**src/rtl/mem_pkg.sv**
```systemverilog
// Shared types and constants for the bmem line adapter.
//   line_t          : one 256-bit cacheline
//   beat_t          : one 64-bit bmem data beat
//   adapter_state_e : adapter sequencing states
//   LINE_OFFSET_W   : byte-offset bits within a line (ignored/zeroed on addresses)
package mem_pkg;

    localparam int unsigned LINE_OFFSET_W = 5;

    typedef logic [255:0] line_t;
    typedef logic [63:0]  beat_t;

    typedef enum logic [2:0] {
        StIdle,
        StRdCmd,
        StRdWait,
        StWrBurst,
        StResp
    } adapter_state_e;

endpackage

```
**src/rtl/line_deser.sv**
```systemverilog
// Read-line deserialiser: BEATS slots of BEAT_W bits, one slot written per
// enabled cycle at the given index; the full line is presented continuously.
// Ports:
//   clk, rst : clock, synchronous active-low reset (clears all slots)
//   we       : write enable for the selected slot
//   slot     : slot index to write
//   beat     : beat data to store
//   line     : concatenated slots, slot 0 in the least significant bits
module line_deser
    import mem_pkg::*;
#(
    parameter int unsigned BEAT_W = $bits(beat_t),
    parameter int unsigned BEATS  = 4,
    localparam int unsigned SLOT_W = $clog2(BEATS)
) (
    input  logic                     clk,
    input  logic                     rst,
    input  logic                     we,
    input  logic [SLOT_W-1:0]        slot,
    input  logic [BEAT_W-1:0]        beat,
    output logic [BEAT_W*BEATS-1:0]  line
);

    logic [BEATS-1:0][BEAT_W-1:0] slots_q;

    always_ff @(posedge clk) begin
        if (!rst) begin
            slots_q <= '0;
        end else if (we) begin
            slots_q[slot] <= beat;
        end
    end

    assign line = slots_q;

endmodule

```
**src/rtl/bmem_line_adapter.sv**
```systemverilog
// Line-to-burst adapter between the memory arbiter and banked main memory.
// Accepts one line read/write at a time, serialises writes into BEATS bmem
// beats, collects BEATS matching read beats into a line and returns a
// one-cycle response carrying the line address.
// Ports:
//   clk, rst                 : clock, synchronous active-low reset
//   line_addr/read/write     : line request (write wins over read)
//   line_wdata               : write line, beat 0 in the low bits
//   line_ready               : high only when idle; request accepted on ready & req
//   line_rdata/raddr/resp    : one-cycle completion with assembled line + address
//   bmem_addr/read/write     : bmem command/beat strobe at the latched line address
//   bmem_wdata               : current write beat
//   bmem_ready               : bmem accepts command/beat this cycle
//   bmem_raddr/rdata/rvalid  : returning read beat with its address tag
module bmem_line_adapter
    import mem_pkg::*;
#(
    parameter int unsigned ADDR_W = 32,
    parameter int unsigned BEAT_W = 64,
    parameter int unsigned BEATS  = 4,
    localparam int unsigned LINE_W = BEAT_W * BEATS,
    localparam int unsigned SLOT_W = $clog2(BEATS)
) (
    input  logic              clk,
    input  logic              rst,
    input  logic [ADDR_W-1:0] line_addr,
    input  logic              line_read,
    input  logic              line_write,
    input  logic [LINE_W-1:0] line_wdata,
    output logic              line_ready,
    output logic [LINE_W-1:0] line_rdata,
    output logic [ADDR_W-1:0] line_raddr,
    output logic              line_resp,
    output logic [ADDR_W-1:0] bmem_addr,
    output logic              bmem_read,
    output logic              bmem_write,
    output logic [BEAT_W-1:0] bmem_wdata,
    input  logic              bmem_ready,
    input  logic [ADDR_W-1:0] bmem_raddr,
    input  logic [BEAT_W-1:0] bmem_rdata,
    input  logic              bmem_rvalid
);

    adapter_state_e               state_q, state_d;
    logic [SLOT_W-1:0]            beat_cnt_q, beat_cnt_d;
    logic [ADDR_W-1:0]            addr_q, addr_d;
    logic [BEATS-1:0][BEAT_W-1:0] wdata_q, wdata_d;
    // Registered copy of "next state is idle" so ready stays low while in reset.
    logic                         ready_q;

    logic accept;
    logic tag_match;
    logic last_beat;
    logic beat_we;

    // Offset bits of both addresses carry no meaning at line granularity.
    logic unused_offsets;
    assign unused_offsets = ^{line_addr[LINE_OFFSET_W-1:0], bmem_raddr[LINE_OFFSET_W-1:0]};

    assign accept    = ready_q & (line_read | line_write);
    assign tag_match = bmem_raddr[ADDR_W-1:LINE_OFFSET_W] == addr_q[ADDR_W-1:LINE_OFFSET_W];
    assign last_beat = beat_cnt_q == SLOT_W'(BEATS - 1);

    always_comb begin
        state_d    = state_q;
        beat_cnt_d = beat_cnt_q;
        addr_d     = addr_q;
        wdata_d    = wdata_q;
        beat_we    = 1'b0;

        case (state_q)
            StIdle: begin
                beat_cnt_d = '0;
                if (accept) begin
                    addr_d  = {line_addr[ADDR_W-1:LINE_OFFSET_W], {LINE_OFFSET_W{1'b0}}};
                    wdata_d = line_wdata;
                    state_d = line_write ? StWrBurst : StRdCmd;
                end
            end
            StRdCmd: begin
                if (bmem_ready) begin
                    state_d = StRdWait;
                end
            end
            StRdWait: begin
                // Beats tagged for another line (e.g. from an aborted read) are dropped.
                if (bmem_rvalid && tag_match) begin
                    beat_we    = 1'b1;
                    beat_cnt_d = beat_cnt_q + SLOT_W'(1);
                    if (last_beat) begin
                        state_d = StResp;
                    end
                end
            end
            StWrBurst: begin
                if (bmem_ready) begin
                    beat_cnt_d = beat_cnt_q + SLOT_W'(1);
                    if (last_beat) begin
                        state_d = StResp;
                    end
                end
            end
            StResp: begin
                state_d = StIdle;
            end
            default: begin
                state_d = StIdle;
            end
        endcase
    end

    always_ff @(posedge clk) begin
        if (!rst) begin
            state_q    <= StIdle;
            beat_cnt_q <= '0;
            addr_q     <= '0;
            wdata_q    <= '0;
            ready_q    <= 1'b0;
        end else begin
            state_q    <= state_d;
            beat_cnt_q <= beat_cnt_d;
            addr_q     <= addr_d;
            wdata_q    <= wdata_d;
            ready_q    <= (state_d == StIdle);
        end
    end

    line_deser #(
        .BEAT_W (BEAT_W),
        .BEATS  (BEATS)
    ) u_line_deser (
        .clk  (clk),
        .rst  (rst),
        .we   (beat_we),
        .slot (beat_cnt_q),
        .beat (bmem_rdata),
        .line (line_rdata)
    );

    assign line_ready = ready_q;
    assign line_resp  = (state_q == StResp);
    assign line_raddr = addr_q;
    assign bmem_read  = (state_q == StRdCmd);
    assign bmem_write = (state_q == StWrBurst);
    assign bmem_addr  = addr_q;
    assign bmem_wdata = bmem_write ? wdata_q[beat_cnt_q] : '0;

endmodule

```
**config.mk**
```make
export PLATFORM = sky130hd
export DESIGN_NAME = bmem_line_adapter
export DESIGN_NICKNAME = d
export VERILOG_FILES = /design/src/rtl/mem_pkg.sv /design/src/rtl/line_deser.sv /design/src/rtl/bmem_line_adapter.sv
export SDC_FILE = /design/constraint.sdc
export NUM_CORES = 1
export LEC_CHECK = 0
export BUFFER_PORTS_ARGS = -buffer_cell sky130_fd_sc_hd__buf_4
export CAP_MARGIN = 20
export CORE_AREA = 2 2 306 308
export DETAILED_ROUTE_END_ITERATION = 10
export DIE_AREA = 0 0 308 310
export MAX_ROUTING_LAYER = met4
export SYNTH_ARGS = -nofsm -noshare
export SYNTH_HDL_FRONTEND = slang
export SYNTH_SLANG_ARGS = --single-unit
```
**constraint.sdc**
```tcl
create_clock -name clk -period 4.32 [get_ports clk]
set_input_delay 0.864 -clock clk [delete_from_list [all_inputs] [get_ports clk]]
set_output_delay 0.864 -clock clk [all_outputs]
set_load 0.01 [all_outputs]
```
==> flow_summary.html, run 1 <==
<table>
<tr><th>Metric</th><th>Value</th></tr>
<tr><th colspan="2">Clocking</th></tr>
<tr><td>Clk Latency, worst-skew pair</td><td>about 650 ps</td></tr>
<tr><td>Post-CTS Hold Fix Bufs</td><td>0</td></tr>
<tr><td>Total CTS buffers</td><td>61</td></tr>
<tr><td>Count of instances resized after the clock tree is built</td><td>0</td></tr>
<tr><td>Post CTS Setup Buffer Count</td><td>0</td></tr>
<tr><td>CTS H-Tree Depth</td><td>2</td></tr>
<tr><td>CTS root buf</td><td>clkbuf_16</td></tr>
<tr><td>Clock edge transition at the registers on the reported setup and hold paths</td><td>~60 ps</td></tr>
<tr><td>Maximum number of buffers from clock root to sink</td><td>3</td></tr>
<tr><td>CTS tree</td><td>built</td></tr>
<tr><td>TritonCTS sink count</td><td>545</td></tr>
<tr><th colspan="2">Critical path</th></tr>
<tr><td>Cell breakdown of the critical path</td><td>buf_12 -&gt; mux4_2 -&gt; and3_1 -&gt; buf_4</td></tr>
<tr><td>Cell at the slowest stage of the critical path</td><td>dfxtp_4</td></tr>
<tr><td>Worst path top cell family by delay</td><td>flip-flops</td></tr>
<tr><td>Arrival time worst endpoint</td><td>2750 ps</td></tr>
<tr><td>Critical path buffers and inverters</td><td>2</td></tr>
<tr><td>Worst-path fanout max</td><td>33</td></tr>
<tr><td>Startpoint-to-endpoint class of the critical path</td><td>reg -&gt; out</td></tr>
<tr><td>Worst Path Required</td><td>3460 ps</td></tr>
<tr><td>Slowest stage delay, CP</td><td>approximately 800 ps</td></tr>
<tr><td>Critical path startpoint category</td><td>register</td></tr>
<tr><td>Crit end category</td><td>output port</td></tr>
<tr><th colspan="2">Worst hold path</th></tr>
<tr><td>Type of the tightest min-delay check</td><td>reg -&gt; reg</td></tr>
<tr><th colspan="2">Detailed routing</th></tr>
<tr><td>Via count normalized by instance count</td><td>4.31</td></tr>
<tr><td>Remaining number of nets flagged by the antenna check after routing</td><td>0</td></tr>
<tr><td>Drt total wl</td><td>75400 µm</td></tr>
<tr><td>Vias</td><td>roughly 18000</td></tr>
<tr><td>Detailed-route wire length per cell</td><td>approximately 18 µm</td></tr>
<tr><td>Post-detailed-route DRC marker count</td><td>0</td></tr>
<tr><td>1st-iter DRT viols</td><td>1080</td></tr>
<tr><td>Detailed-routing iteration count for the pre-antenna-repair pass</td><td>5</td></tr>
<tr><th colspan="2">Die</th></tr>
<tr><td>Die height</td><td>around 310 µm</td></tr>
<tr><td>Die outline area</td><td>around 0.095 mm²</td></tr>
<tr><td>Core Rows</td><td>approximately 110</td></tr>
<tr><td>DIE WIDTH</td><td>between 300 and 400 µm</td></tr>
<tr><td>I/O pin count</td><td>slightly below 800</td></tr>
<tr><td>Area of the core</td><td>about 0.09 mm²</td></tr>
<tr><td>Starting density of the core</td><td>approximately 25%</td></tr>
<tr><th colspan="2">Power and ir drop</th></tr>
<tr><td>IR Drop Worst-Case VDD</td><td>0.309 mV</td></tr>
<tr><td>Combinational cell fraction of total power</td><td>approximately 16%</td></tr>
<tr><td>Net switching power figure</td><td>~3600 µW</td></tr>
<tr><td>Int Power</td><td>around 9400 µW</td></tr>
<tr><td>Total power density per cell area</td><td>slightly above 400 mW/mm²</td></tr>
<tr><td>Static Leakage</td><td>about 0.014 µW</td></tr>
<tr><td>Clock network power share</td><td>around two fifths</td></tr>
<tr><td>Net switching share of the total power</td><td>between 20 and 30%</td></tr>
<tr><td>Share of power burned in registers</td><td>a little over two fifths</td></tr>
<tr><th colspan="2">Flow run</th></tr>
<tr><td>Max-cap viol count</td><td>0</td></tr>
<tr><th colspan="2">Yosys</th></tr>
<tr><td>Fraction of the yosys area taken by sequential cells</td><td>47.6%</td></tr>
<tr><td>Count of distinct cell types in the synthesized netlist</td><td>32</td></tr>
<tr><td>FF+latch count, synth</td><td>roughly 550</td></tr>
<tr><td>Synth top area cells</td><td>dfxtp_1 48%, mux2i_1 11%, nand2_1 9.3%</td></tr>
<tr><td>Instance count of the mapped netlist</td><td>between 2000 and 2500</td></tr>
<tr><td>Count of yosys warnings during synthesis</td><td>0</td></tr>
<tr><td>Proportion of netlist area held by the largest area contributor</td><td>a little under half</td></tr>
<tr><td>Post-synthesis area per instance</td><td>a little under 10 µm²</td></tr>
<tr><td>Combined area of all synthesized cells</td><td>around 0.023 mm²</td></tr>
<tr><td>Cell taking the most area after synthesis</td><td>dfxtp_1</td></tr>
<tr><th colspan="2">Timing</th></tr>
<tr><td>Largest clock skew in the final design</td><td>roughly 26 ps</td></tr>
<tr><td>Post-layout worst setup margin</td><td>around 700 ps</td></tr>
<tr><td>Final Hold Fails</td><td>0</td></tr>
<tr><td>Final setup fails</td><td>0</td></tr>
<tr><td>Post-layout minimum cycle time</td><td>roughly 3600 ps</td></tr>
<tr><td>Measured slew at the worst slew-check pin</td><td>781 ps</td></tr>
<tr><td>Number of pins with negative max-slew slack in the final report</td><td>0</td></tr>
<tr><td>Rel. slew slack</td><td>48.0%</td></tr>
<tr><td>Unrepaired setup endpoints after global routing</td><td>no</td></tr>
<tr><td>Highest Clock Rate</td><td>0.277 GHz</td></tr>
<tr><td>Setup TNS</td><td>0 ps</td></tr>
<tr><td>Period utilisation layout</td><td>a little over four fifths</td></tr>
<tr><th colspan="2">Global route</th></tr>
<tr><td>Largest net degree at the start of global routing</td><td>roughly 120</td></tr>
<tr><td>Global-route wire length before repair</td><td>109000 µm</td></tr>
<tr><td>All-layer global routing usage</td><td>about 15%</td></tr>
<tr><td>Via count of the first global-routing pass</td><td>around 17000</td></tr>
<tr><td>Antenna violations before repair</td><td>6</td></tr>
<tr><td>Overall overflow remaining after global route</td><td>0</td></tr>
<tr><th colspan="2">Placement</th></tr>
<tr><td>Total half-perimeter wirelength after legalization and detailed placement</td><td>roughly 53000 µm</td></tr>
<tr><td>Gp weighted congestion</td><td>0.877</td></tr>
<tr><td>Setup slack after placement</td><td>between 900 and 1000 ps</td></tr>
<tr><td>Quantity of I/O buffers inserted on ports</td><td>approximately 760</td></tr>
<tr><th colspan="2">Layout</th></tr>
<tr><td>Nets</td><td>3375</td></tr>
<tr><td>Most frequent standard cell in the layout excluding fill and tap cells</td><td>buf_4</td></tr>
<tr><td>Synth-to-Final Area Change</td><td>37.5%</td></tr>
<tr><td>Most frequent cells in the layout</td><td>776 x buf_4, 570 x nand2_1, 542 x dfxtp_1</td></tr>
<tr><td>Layout cells sized above 1</td><td>a little under a third</td></tr>
<tr><td>Number of filler instances in the final layout</td><td>just under 10000</td></tr>
<tr><th colspan="2">Status</th></tr>
<tr><td>Status</td><td>complete, no violations</td></tr>
</table>
-- worst paths after layout --
| path | start | slack (ps) | endpoint | cells after the start |
|---|---|---|---|---|
| max | beat_cnt_q[1] | 700 | bmem_wdata[38] | 4 |
| min | wdata_q[109] | 450 | wdata_q[109] | 2 |
| max reg2reg | bmem_addr[30] | 1240 | u_line_deser.line[72] | 8 |
| min reg2reg | wdata_q[109] | 450 | wdata_q[109] | 2 |
-- through the flow --
stage | hold slack (ps) | utilization [%] | instances | power, µW | area, µm²
floorplan | 432 | - | 2346 | 7010 | 23000
global placement | 439 | 31.9 | 4115 | 7930 | 29500
detailed placement | 442 | 31.9 | 4115 | 7960 | 29500
CTS | 390 | 34.1 | 4224 | 13300 | 31500
global route | 417 | 34.1 | 4229 | 13700 | 31500
finish | 447 | 34.1 | 4229 | 13100 | 31500
-- flip-flops by register name, summed over array words and instances, names as in the netlist --
register / count
u_line_deser.line: 256
bmem_addr: 27
line_ready: 1
state_q: 3
beat_cnt_q: 2
wdata_q: 256
-- tightest hold or removal path, stage by stage (launching register included) --
cell	delay, ps
dfxtp_1	300
nand2_1	50
a21boi_1	50
-- synth_stat cells (all sizes together) --
cell type  number
nand2b          1
xnor2          27
nand3           3
nand2         570
a311oi          1
and3           68
clkbuf        130
o21a            2
ha              4
dfxtp         545
inv             4
nor2b         259
a22oi           1
a21boi        285
nand4          11
buf            89
conb            1
o21ai           2
nor3            4
a221oi          1
a21o            1
a31oi           2
nor2            2
a21oi           2
nor4            1
mux4           64
mux2i         257
-- metal layers --
metal | wire length [µm] | global-route usage (%) | vias to the layer above
met3 | 8140 | 6.45 | 86
li1 | - | - | 9041
met4 | 1690 | 4.25 | 0
met1 | 31400 | 18.2 | 8526
met2 | 34200 | 23.7 | 594
met5 | 0 | - | -
-- power by group through the flow --
stage	registers (µW)	logic, µW	clock network, µW
after global routing	5760	2340	5600
after global placement	5810	2120	0
final	5710	2110	5250
after detailed placement	5820	2140	0
after floorplan	5710	1300	0
after CTS	5710	2150	5410
-- layout make-up --
class	instances	area, µm²	area share [%]
Antenna cell	5	12.5	0.0397
Clock buffer	91	1860	5.90
Clock inverter	18	180	0.572
Inverter	4	15.0	0.0476
Multi-Input combinational cell	1578	10900	34.6
Sequential cell	545	10900	34.6
Tap cell	1197	1500	4.75
Timing Repair Buffer	791	6120	19.4
-- logic make-up (layout without fill, tap and decap cells) --
logic type | Yosys count | in the layout | share of synthesized area [%]
simple gates | 919 | 919 | 18.9
flops | 545 | 545 | 47.6
mux | 321 | 321 | 17.5
compound gates | 297 | 297 | 9.68
buf+inv | 223 | 904 | 5.09
xor+xnor | 27 | 27 | 1.03
fa+ha+maj | 4 | 4 | 0.218
other cells | 1 | 15 | 0.0164
Power figures use the tool's default switching activity.
==> run 2: changes to the inputs <==
--- a/config.mk
+++ b/config.mk
@@ -7,9 +7,9 @@
 export LEC_CHECK = 0
 export BUFFER_PORTS_ARGS = -buffer_cell sky130_fd_sc_hd__buf_4
 export CAP_MARGIN = 20
-export CORE_AREA = 2 2 306 308
+export CORE_AREA = 2 2 304 306
 export DETAILED_ROUTE_END_ITERATION = 10
-export DIE_AREA = 0 0 308 310
+export DIE_AREA = 0 0 306 308
 export MAX_ROUTING_LAYER = met4
 export SYNTH_ARGS = -nofsm -noshare
 export SYNTH_HDL_FRONTEND = slang
==> constraint.sdc (replaced) <==
create_clock -name clk -period 2.9 [get_ports clk]
set_input_delay 0.58 -clock clk [delete_from_list [all_inputs] [get_ports clk]]
set_output_delay 0.58 -clock clk [all_outputs]
set_load 0.01 [all_outputs]
==> run 2 against run 1 <==
  * Critical path depth unchanged
  * Sequential share of layout area down 1.2 points
  * Cell count up 1.7%
  * Die area down 1.3%
  * Clock power up 56%
  * Critical path type unchanged
  * Critical endpoint is now bmem_wdata[42]
  * Largest cell class is now multi-input gates
  * Largest power group unchanged
  * Highest routed layer unchanged
==> flow_summary.html, run 2 (same netlist as run 1, synthesis figures left out) <==
<table>
<tr><th>Metric</th><th>Value</th></tr>
<tr><th colspan="2">Clocking</th></tr>
<tr><td>CTS tree</td><td>built</td></tr>
<tr><td>CTS H-Tree Depth</td><td>3 (+1)</td></tr>
<tr><td>Total CTS buffers</td><td>66 (+8.2%)</td></tr>
<tr><td>CTS root buf</td><td>clkbuf_16</td></tr>
<tr><td>Maximum number of buffers from clock root to sink</td><td>3 (unchanged)</td></tr>
<tr><td>Clock edge transition at the registers on the reported setup and hold paths</td><td>60 ps (about the same)</td></tr>
<tr><td>Post-CTS Hold Fix Bufs</td><td>0 (unchanged)</td></tr>
<tr><td>TritonCTS sink count</td><td>545 (unchanged)</td></tr>
<tr><td>Clk Latency, worst-skew pair</td><td>620 ps (-30 ps)</td></tr>
<tr><th colspan="2">Critical path</th></tr>
<tr><td>Startpoint-to-endpoint class of the critical path</td><td>reg -&gt; out</td></tr>
<tr><td>Cell at the slowest stage of the critical path</td><td>mux4_2</td></tr>
<tr><td>Critical path startpoint category</td><td>register</td></tr>
<tr><td>Worst path top cell family by delay</td><td>buffers and inverters</td></tr>
<tr><td>Cell breakdown of the critical path</td><td>bufbuf_16 -&gt; mux4_2 -&gt; and3_1 -&gt; buf_4</td></tr>
<tr><td>Worst-path fanout max</td><td>18 (-45%)</td></tr>
<tr><td>Flop-to-flop setup slack</td><td>250 ps (-990 ps)</td></tr>
<tr><td>Arrival time worst endpoint</td><td>2280 ps (-470 ps)</td></tr>
<tr><td>Critical path buffers and inverters</td><td>2 (unchanged)</td></tr>
<tr><td>Slowest stage delay, CP</td><td>510 ps (-280 ps)</td></tr>
<tr><td>Worst Path Required</td><td>2320 ps (-1140 ps)</td></tr>
<tr><td>Crit end category</td><td>output port</td></tr>
<tr><th colspan="2">Layout</th></tr>
<tr><td>Number of filler instances in the final layout</td><td>9380 (-3.4%)</td></tr>
<tr><td>Most frequent cells in the layout</td><td>818 x buf_4, 570 x nand2_1, 542 x dfxtp_1</td></tr>
<tr><td>Non-Filler Instances</td><td>4300 (+1.7%)</td></tr>
<tr><td>Synth-to-Final Area Change</td><td>42.5%</td></tr>
<tr><td>Nets</td><td>3453 (+2.3%)</td></tr>
<tr><td>Layout cells sized above 1</td><td>33.9% (+2.1 points)</td></tr>
<tr><td>Most frequent standard cell in the layout excluding fill and tap cells</td><td>buf_4</td></tr>
<tr><th colspan="2">Timing</th></tr>
<tr><td>Largest clock skew in the final design</td><td>36.8 ps (+10.7 ps)</td></tr>
<tr><td>Period utilisation layout</td><td>a little over nine tenths</td></tr>
<tr><td>Unrepaired setup endpoints after global routing</td><td>yes</td></tr>
<tr><td>Post-layout minimum cycle time</td><td>between 2000 and 3000 ps</td></tr>
<tr><td>Rel. slew slack</td><td>52.6% (+4.7 points)</td></tr>
<tr><td>Final Hold Fails</td><td>0 (unchanged)</td></tr>
<tr><td>Number of pins with negative max-slew slack in the final report</td><td>0 (unchanged)</td></tr>
<tr><td>Worst hold slack after final layout</td><td>206 ps (-241 ps)</td></tr>
<tr><td>Measured slew at the worst slew-check pin</td><td>708 ps (-72.6 ps)</td></tr>
<tr><td>Setup TNS</td><td>0 ps (unchanged)</td></tr>
<tr><td>Final setup fails</td><td>0 (unchanged)</td></tr>
<tr><td>Highest Clock Rate</td><td>~0.35 GHz</td></tr>
<tr><th colspan="2">Placement</th></tr>
<tr><td>Total half-perimeter wirelength after legalization and detailed placement</td><td>57600 µm (+8.1%)</td></tr>
<tr><td>Gp weighted congestion</td><td>0.937 (+6.8%)</td></tr>
<tr><td>Quantity of I/O buffers inserted on ports</td><td>757 (unchanged)</td></tr>
<tr><td>Placed cell count</td><td>4158 (+1.0%)</td></tr>
<tr><th colspan="2">Detailed routing</th></tr>
<tr><td>Post-detailed-route DRC marker count</td><td>0 (unchanged)</td></tr>
<tr><td>1st-iter DRT viols</td><td>1028 (-4.8%)</td></tr>
<tr><td>Remaining number of nets flagged by the antenna check after routing</td><td>0 (unchanged)</td></tr>
<tr><td>Drt total wl</td><td>79800 µm (+5.8%)</td></tr>
<tr><td>Detailed-routing iteration count for the pre-antenna-repair pass</td><td>5 (unchanged)</td></tr>
<tr><td>Detailed-route wire length per cell</td><td>18.6 µm (+4.1%)</td></tr>
<tr><td>Via count normalized by instance count</td><td>4.34 (+0.61%)</td></tr>
<tr><td>Vias</td><td>18700 (+2.3%)</td></tr>
<tr><th colspan="2">Die</th></tr>
<tr><td>Die height</td><td>308 µm (-0.65%)</td></tr>
<tr><td>Starting density of the core</td><td>25.2% (+0.41 points)</td></tr>
<tr><td>Core Rows</td><td>111 (-0.89%)</td></tr>
<tr><td>Area of the core</td><td>0.0910 mm² (-1.6%)</td></tr>
<tr><td>DIE WIDTH</td><td>306 µm (-0.65%)</td></tr>
<tr><td>Die outline area</td><td>0.0942 mm² (-1.3%)</td></tr>
<tr><td>I/O pin count</td><td>778 (unchanged)</td></tr>
<tr><th colspan="2">Power and ir drop</th></tr>
<tr><td>Net switching power figure</td><td>5620 µW (+54%)</td></tr>
<tr><td>Share of power burned in registers</td><td>42.0% (-1.7 points)</td></tr>
<tr><td>Static Leakage</td><td>0.0149 µW (+3.8%)</td></tr>
<tr><td>Combinational cell fraction of total power</td><td>17.3% (+1.2 points)</td></tr>
<tr><td>Clock network power share</td><td>40.7% (+0.5 points)</td></tr>
<tr><td>Net switching share of the total power</td><td>27.9% (about the same)</td></tr>
<tr><td>IR Drop Worst-Case VDD</td><td>0.422 mV (+37%)</td></tr>
<tr><td>Total power density per cell area</td><td>617 mW/mm² (+49%)</td></tr>
<tr><td>Int Power</td><td>14500 µW (+54%)</td></tr>
<tr><th colspan="2">Global route</th></tr>
<tr><td>Largest net degree at the start of global routing</td><td>104 (-15%)</td></tr>
<tr><td>Global-route wire length before repair</td><td>116000 µm (+6.6%)</td></tr>
<tr><td>Via count of the first global-routing pass</td><td>18300 (+4.4%)</td></tr>
<tr><td>Antenna violations before repair</td><td>9 (+3)</td></tr>
<tr><td>Overall overflow remaining after global route</td><td>0 (unchanged)</td></tr>
<tr><td>All-layer global routing usage</td><td>16.6% (+1.3 points)</td></tr>
<tr><th colspan="2">Worst hold path</th></tr>
<tr><td>Type of the tightest min-delay check</td><td>in -&gt; reg</td></tr>
<tr><th colspan="2">Flow run</th></tr>
<tr><td>Max-cap viol count</td><td>0 (unchanged)</td></tr>
<tr><th colspan="2">Status</th></tr>
<tr><td>Status</td><td>complete, no violations</td></tr>
</table>
[run 2: changes by cell type in the layout (fill, tap and decap cells not counted), moves of 2 or more]
cell       before  now
and3_1         68   53
and3_4          0   14
buf_12         14   35
buf_16          0    4
buf_4         776  818
buf_6           0    2
clkbuf_1        9   13
clkbuf_16      62   71
clkbuf_8       20   11
clkinv_2        9   12
diode_2         5    7
inv_6           2    4
[run 2: tightest hold or removal path, cell delays in order]
cell      delay (ps)
buf_4            110
nand2_1           40
a21boi_1          50
[run 2: power by group through the flow]
stage                     Sequential [µW]  Clock (µW)  Combinational, µW
final                                8460        8200               3490
after global routing                 8530        8760               3840
after CTS                            8460        8440               3490
after detailed placement             8620           0               3430
after global placement               8600           0               3410
after floorplan                      8500           0               1940
[run 2: worst paths after layout]
check                                startpoint                      to  depth (start not counted)
worst max-delay path              beat_cnt_q[1]          bmem_wdata[42]                          4
worst min-delay path            line_wdata[124]            wdata_q[124]                          3
worst max register to register    bmem_addr[18]  u_line_deser.line[234]                          9
worst min register to register     wdata_q[125]            wdata_q[125]                          2
[run 2: per-layer routing]
| layer | vias to the layer above | wire length [µm] | GRT usage, % |
|---|---|---|---|
| met2 | 563 | 36900 | 26.0 |
| met4 | 0 | 1760 | 5.12 |
| met3 | 90 | 6600 | 5.95 |
| li1 | 9214 | - | - |
| met1 | 8799 | 34600 | 20.0 |
| met5 | - | 0 | - |
[run 2: what timing repair did]
| item | in CTS | in global routing |
|---|---|---|
| buffers inserted | 10 | 5 |
| hold endpoints to repair | 0 | 0 |
| cloned | 1 | 3 |
| endpoints found under the setup margin | 46 | 24 |
| gates resized for setup | 4 | 18 |
| pin swaps | 2 | 3 |
[run 2: per-stage QoR]
stage	area [µm²]	setup WS [ps]	utilization, %	power, µW
detailed placement	30100	-181	33.1	12000
finish	32700	43.4	35.9	20100
CTS	32400	-51.0	35.6	20400
global placement	30100	-136	33.1	12000
global route	32700	-68.3	35.9	21100
floorplan	23000	616	-	10400
[run 2: cell type report]
class                   instances  area [µm²]  share of cell area [%]
diodes                          7        17.5                  0.0536
clock buffers                  92        1900                    5.82
clock inverters                24         243                   0.743
inverters                       4        15.0                  0.0460
multi-input cells            1578       11000                    33.6
flip-flops and latches        545       10900                    33.4
well taps                    1186        1480                    4.54
repair buffers                864        7100                    21.7
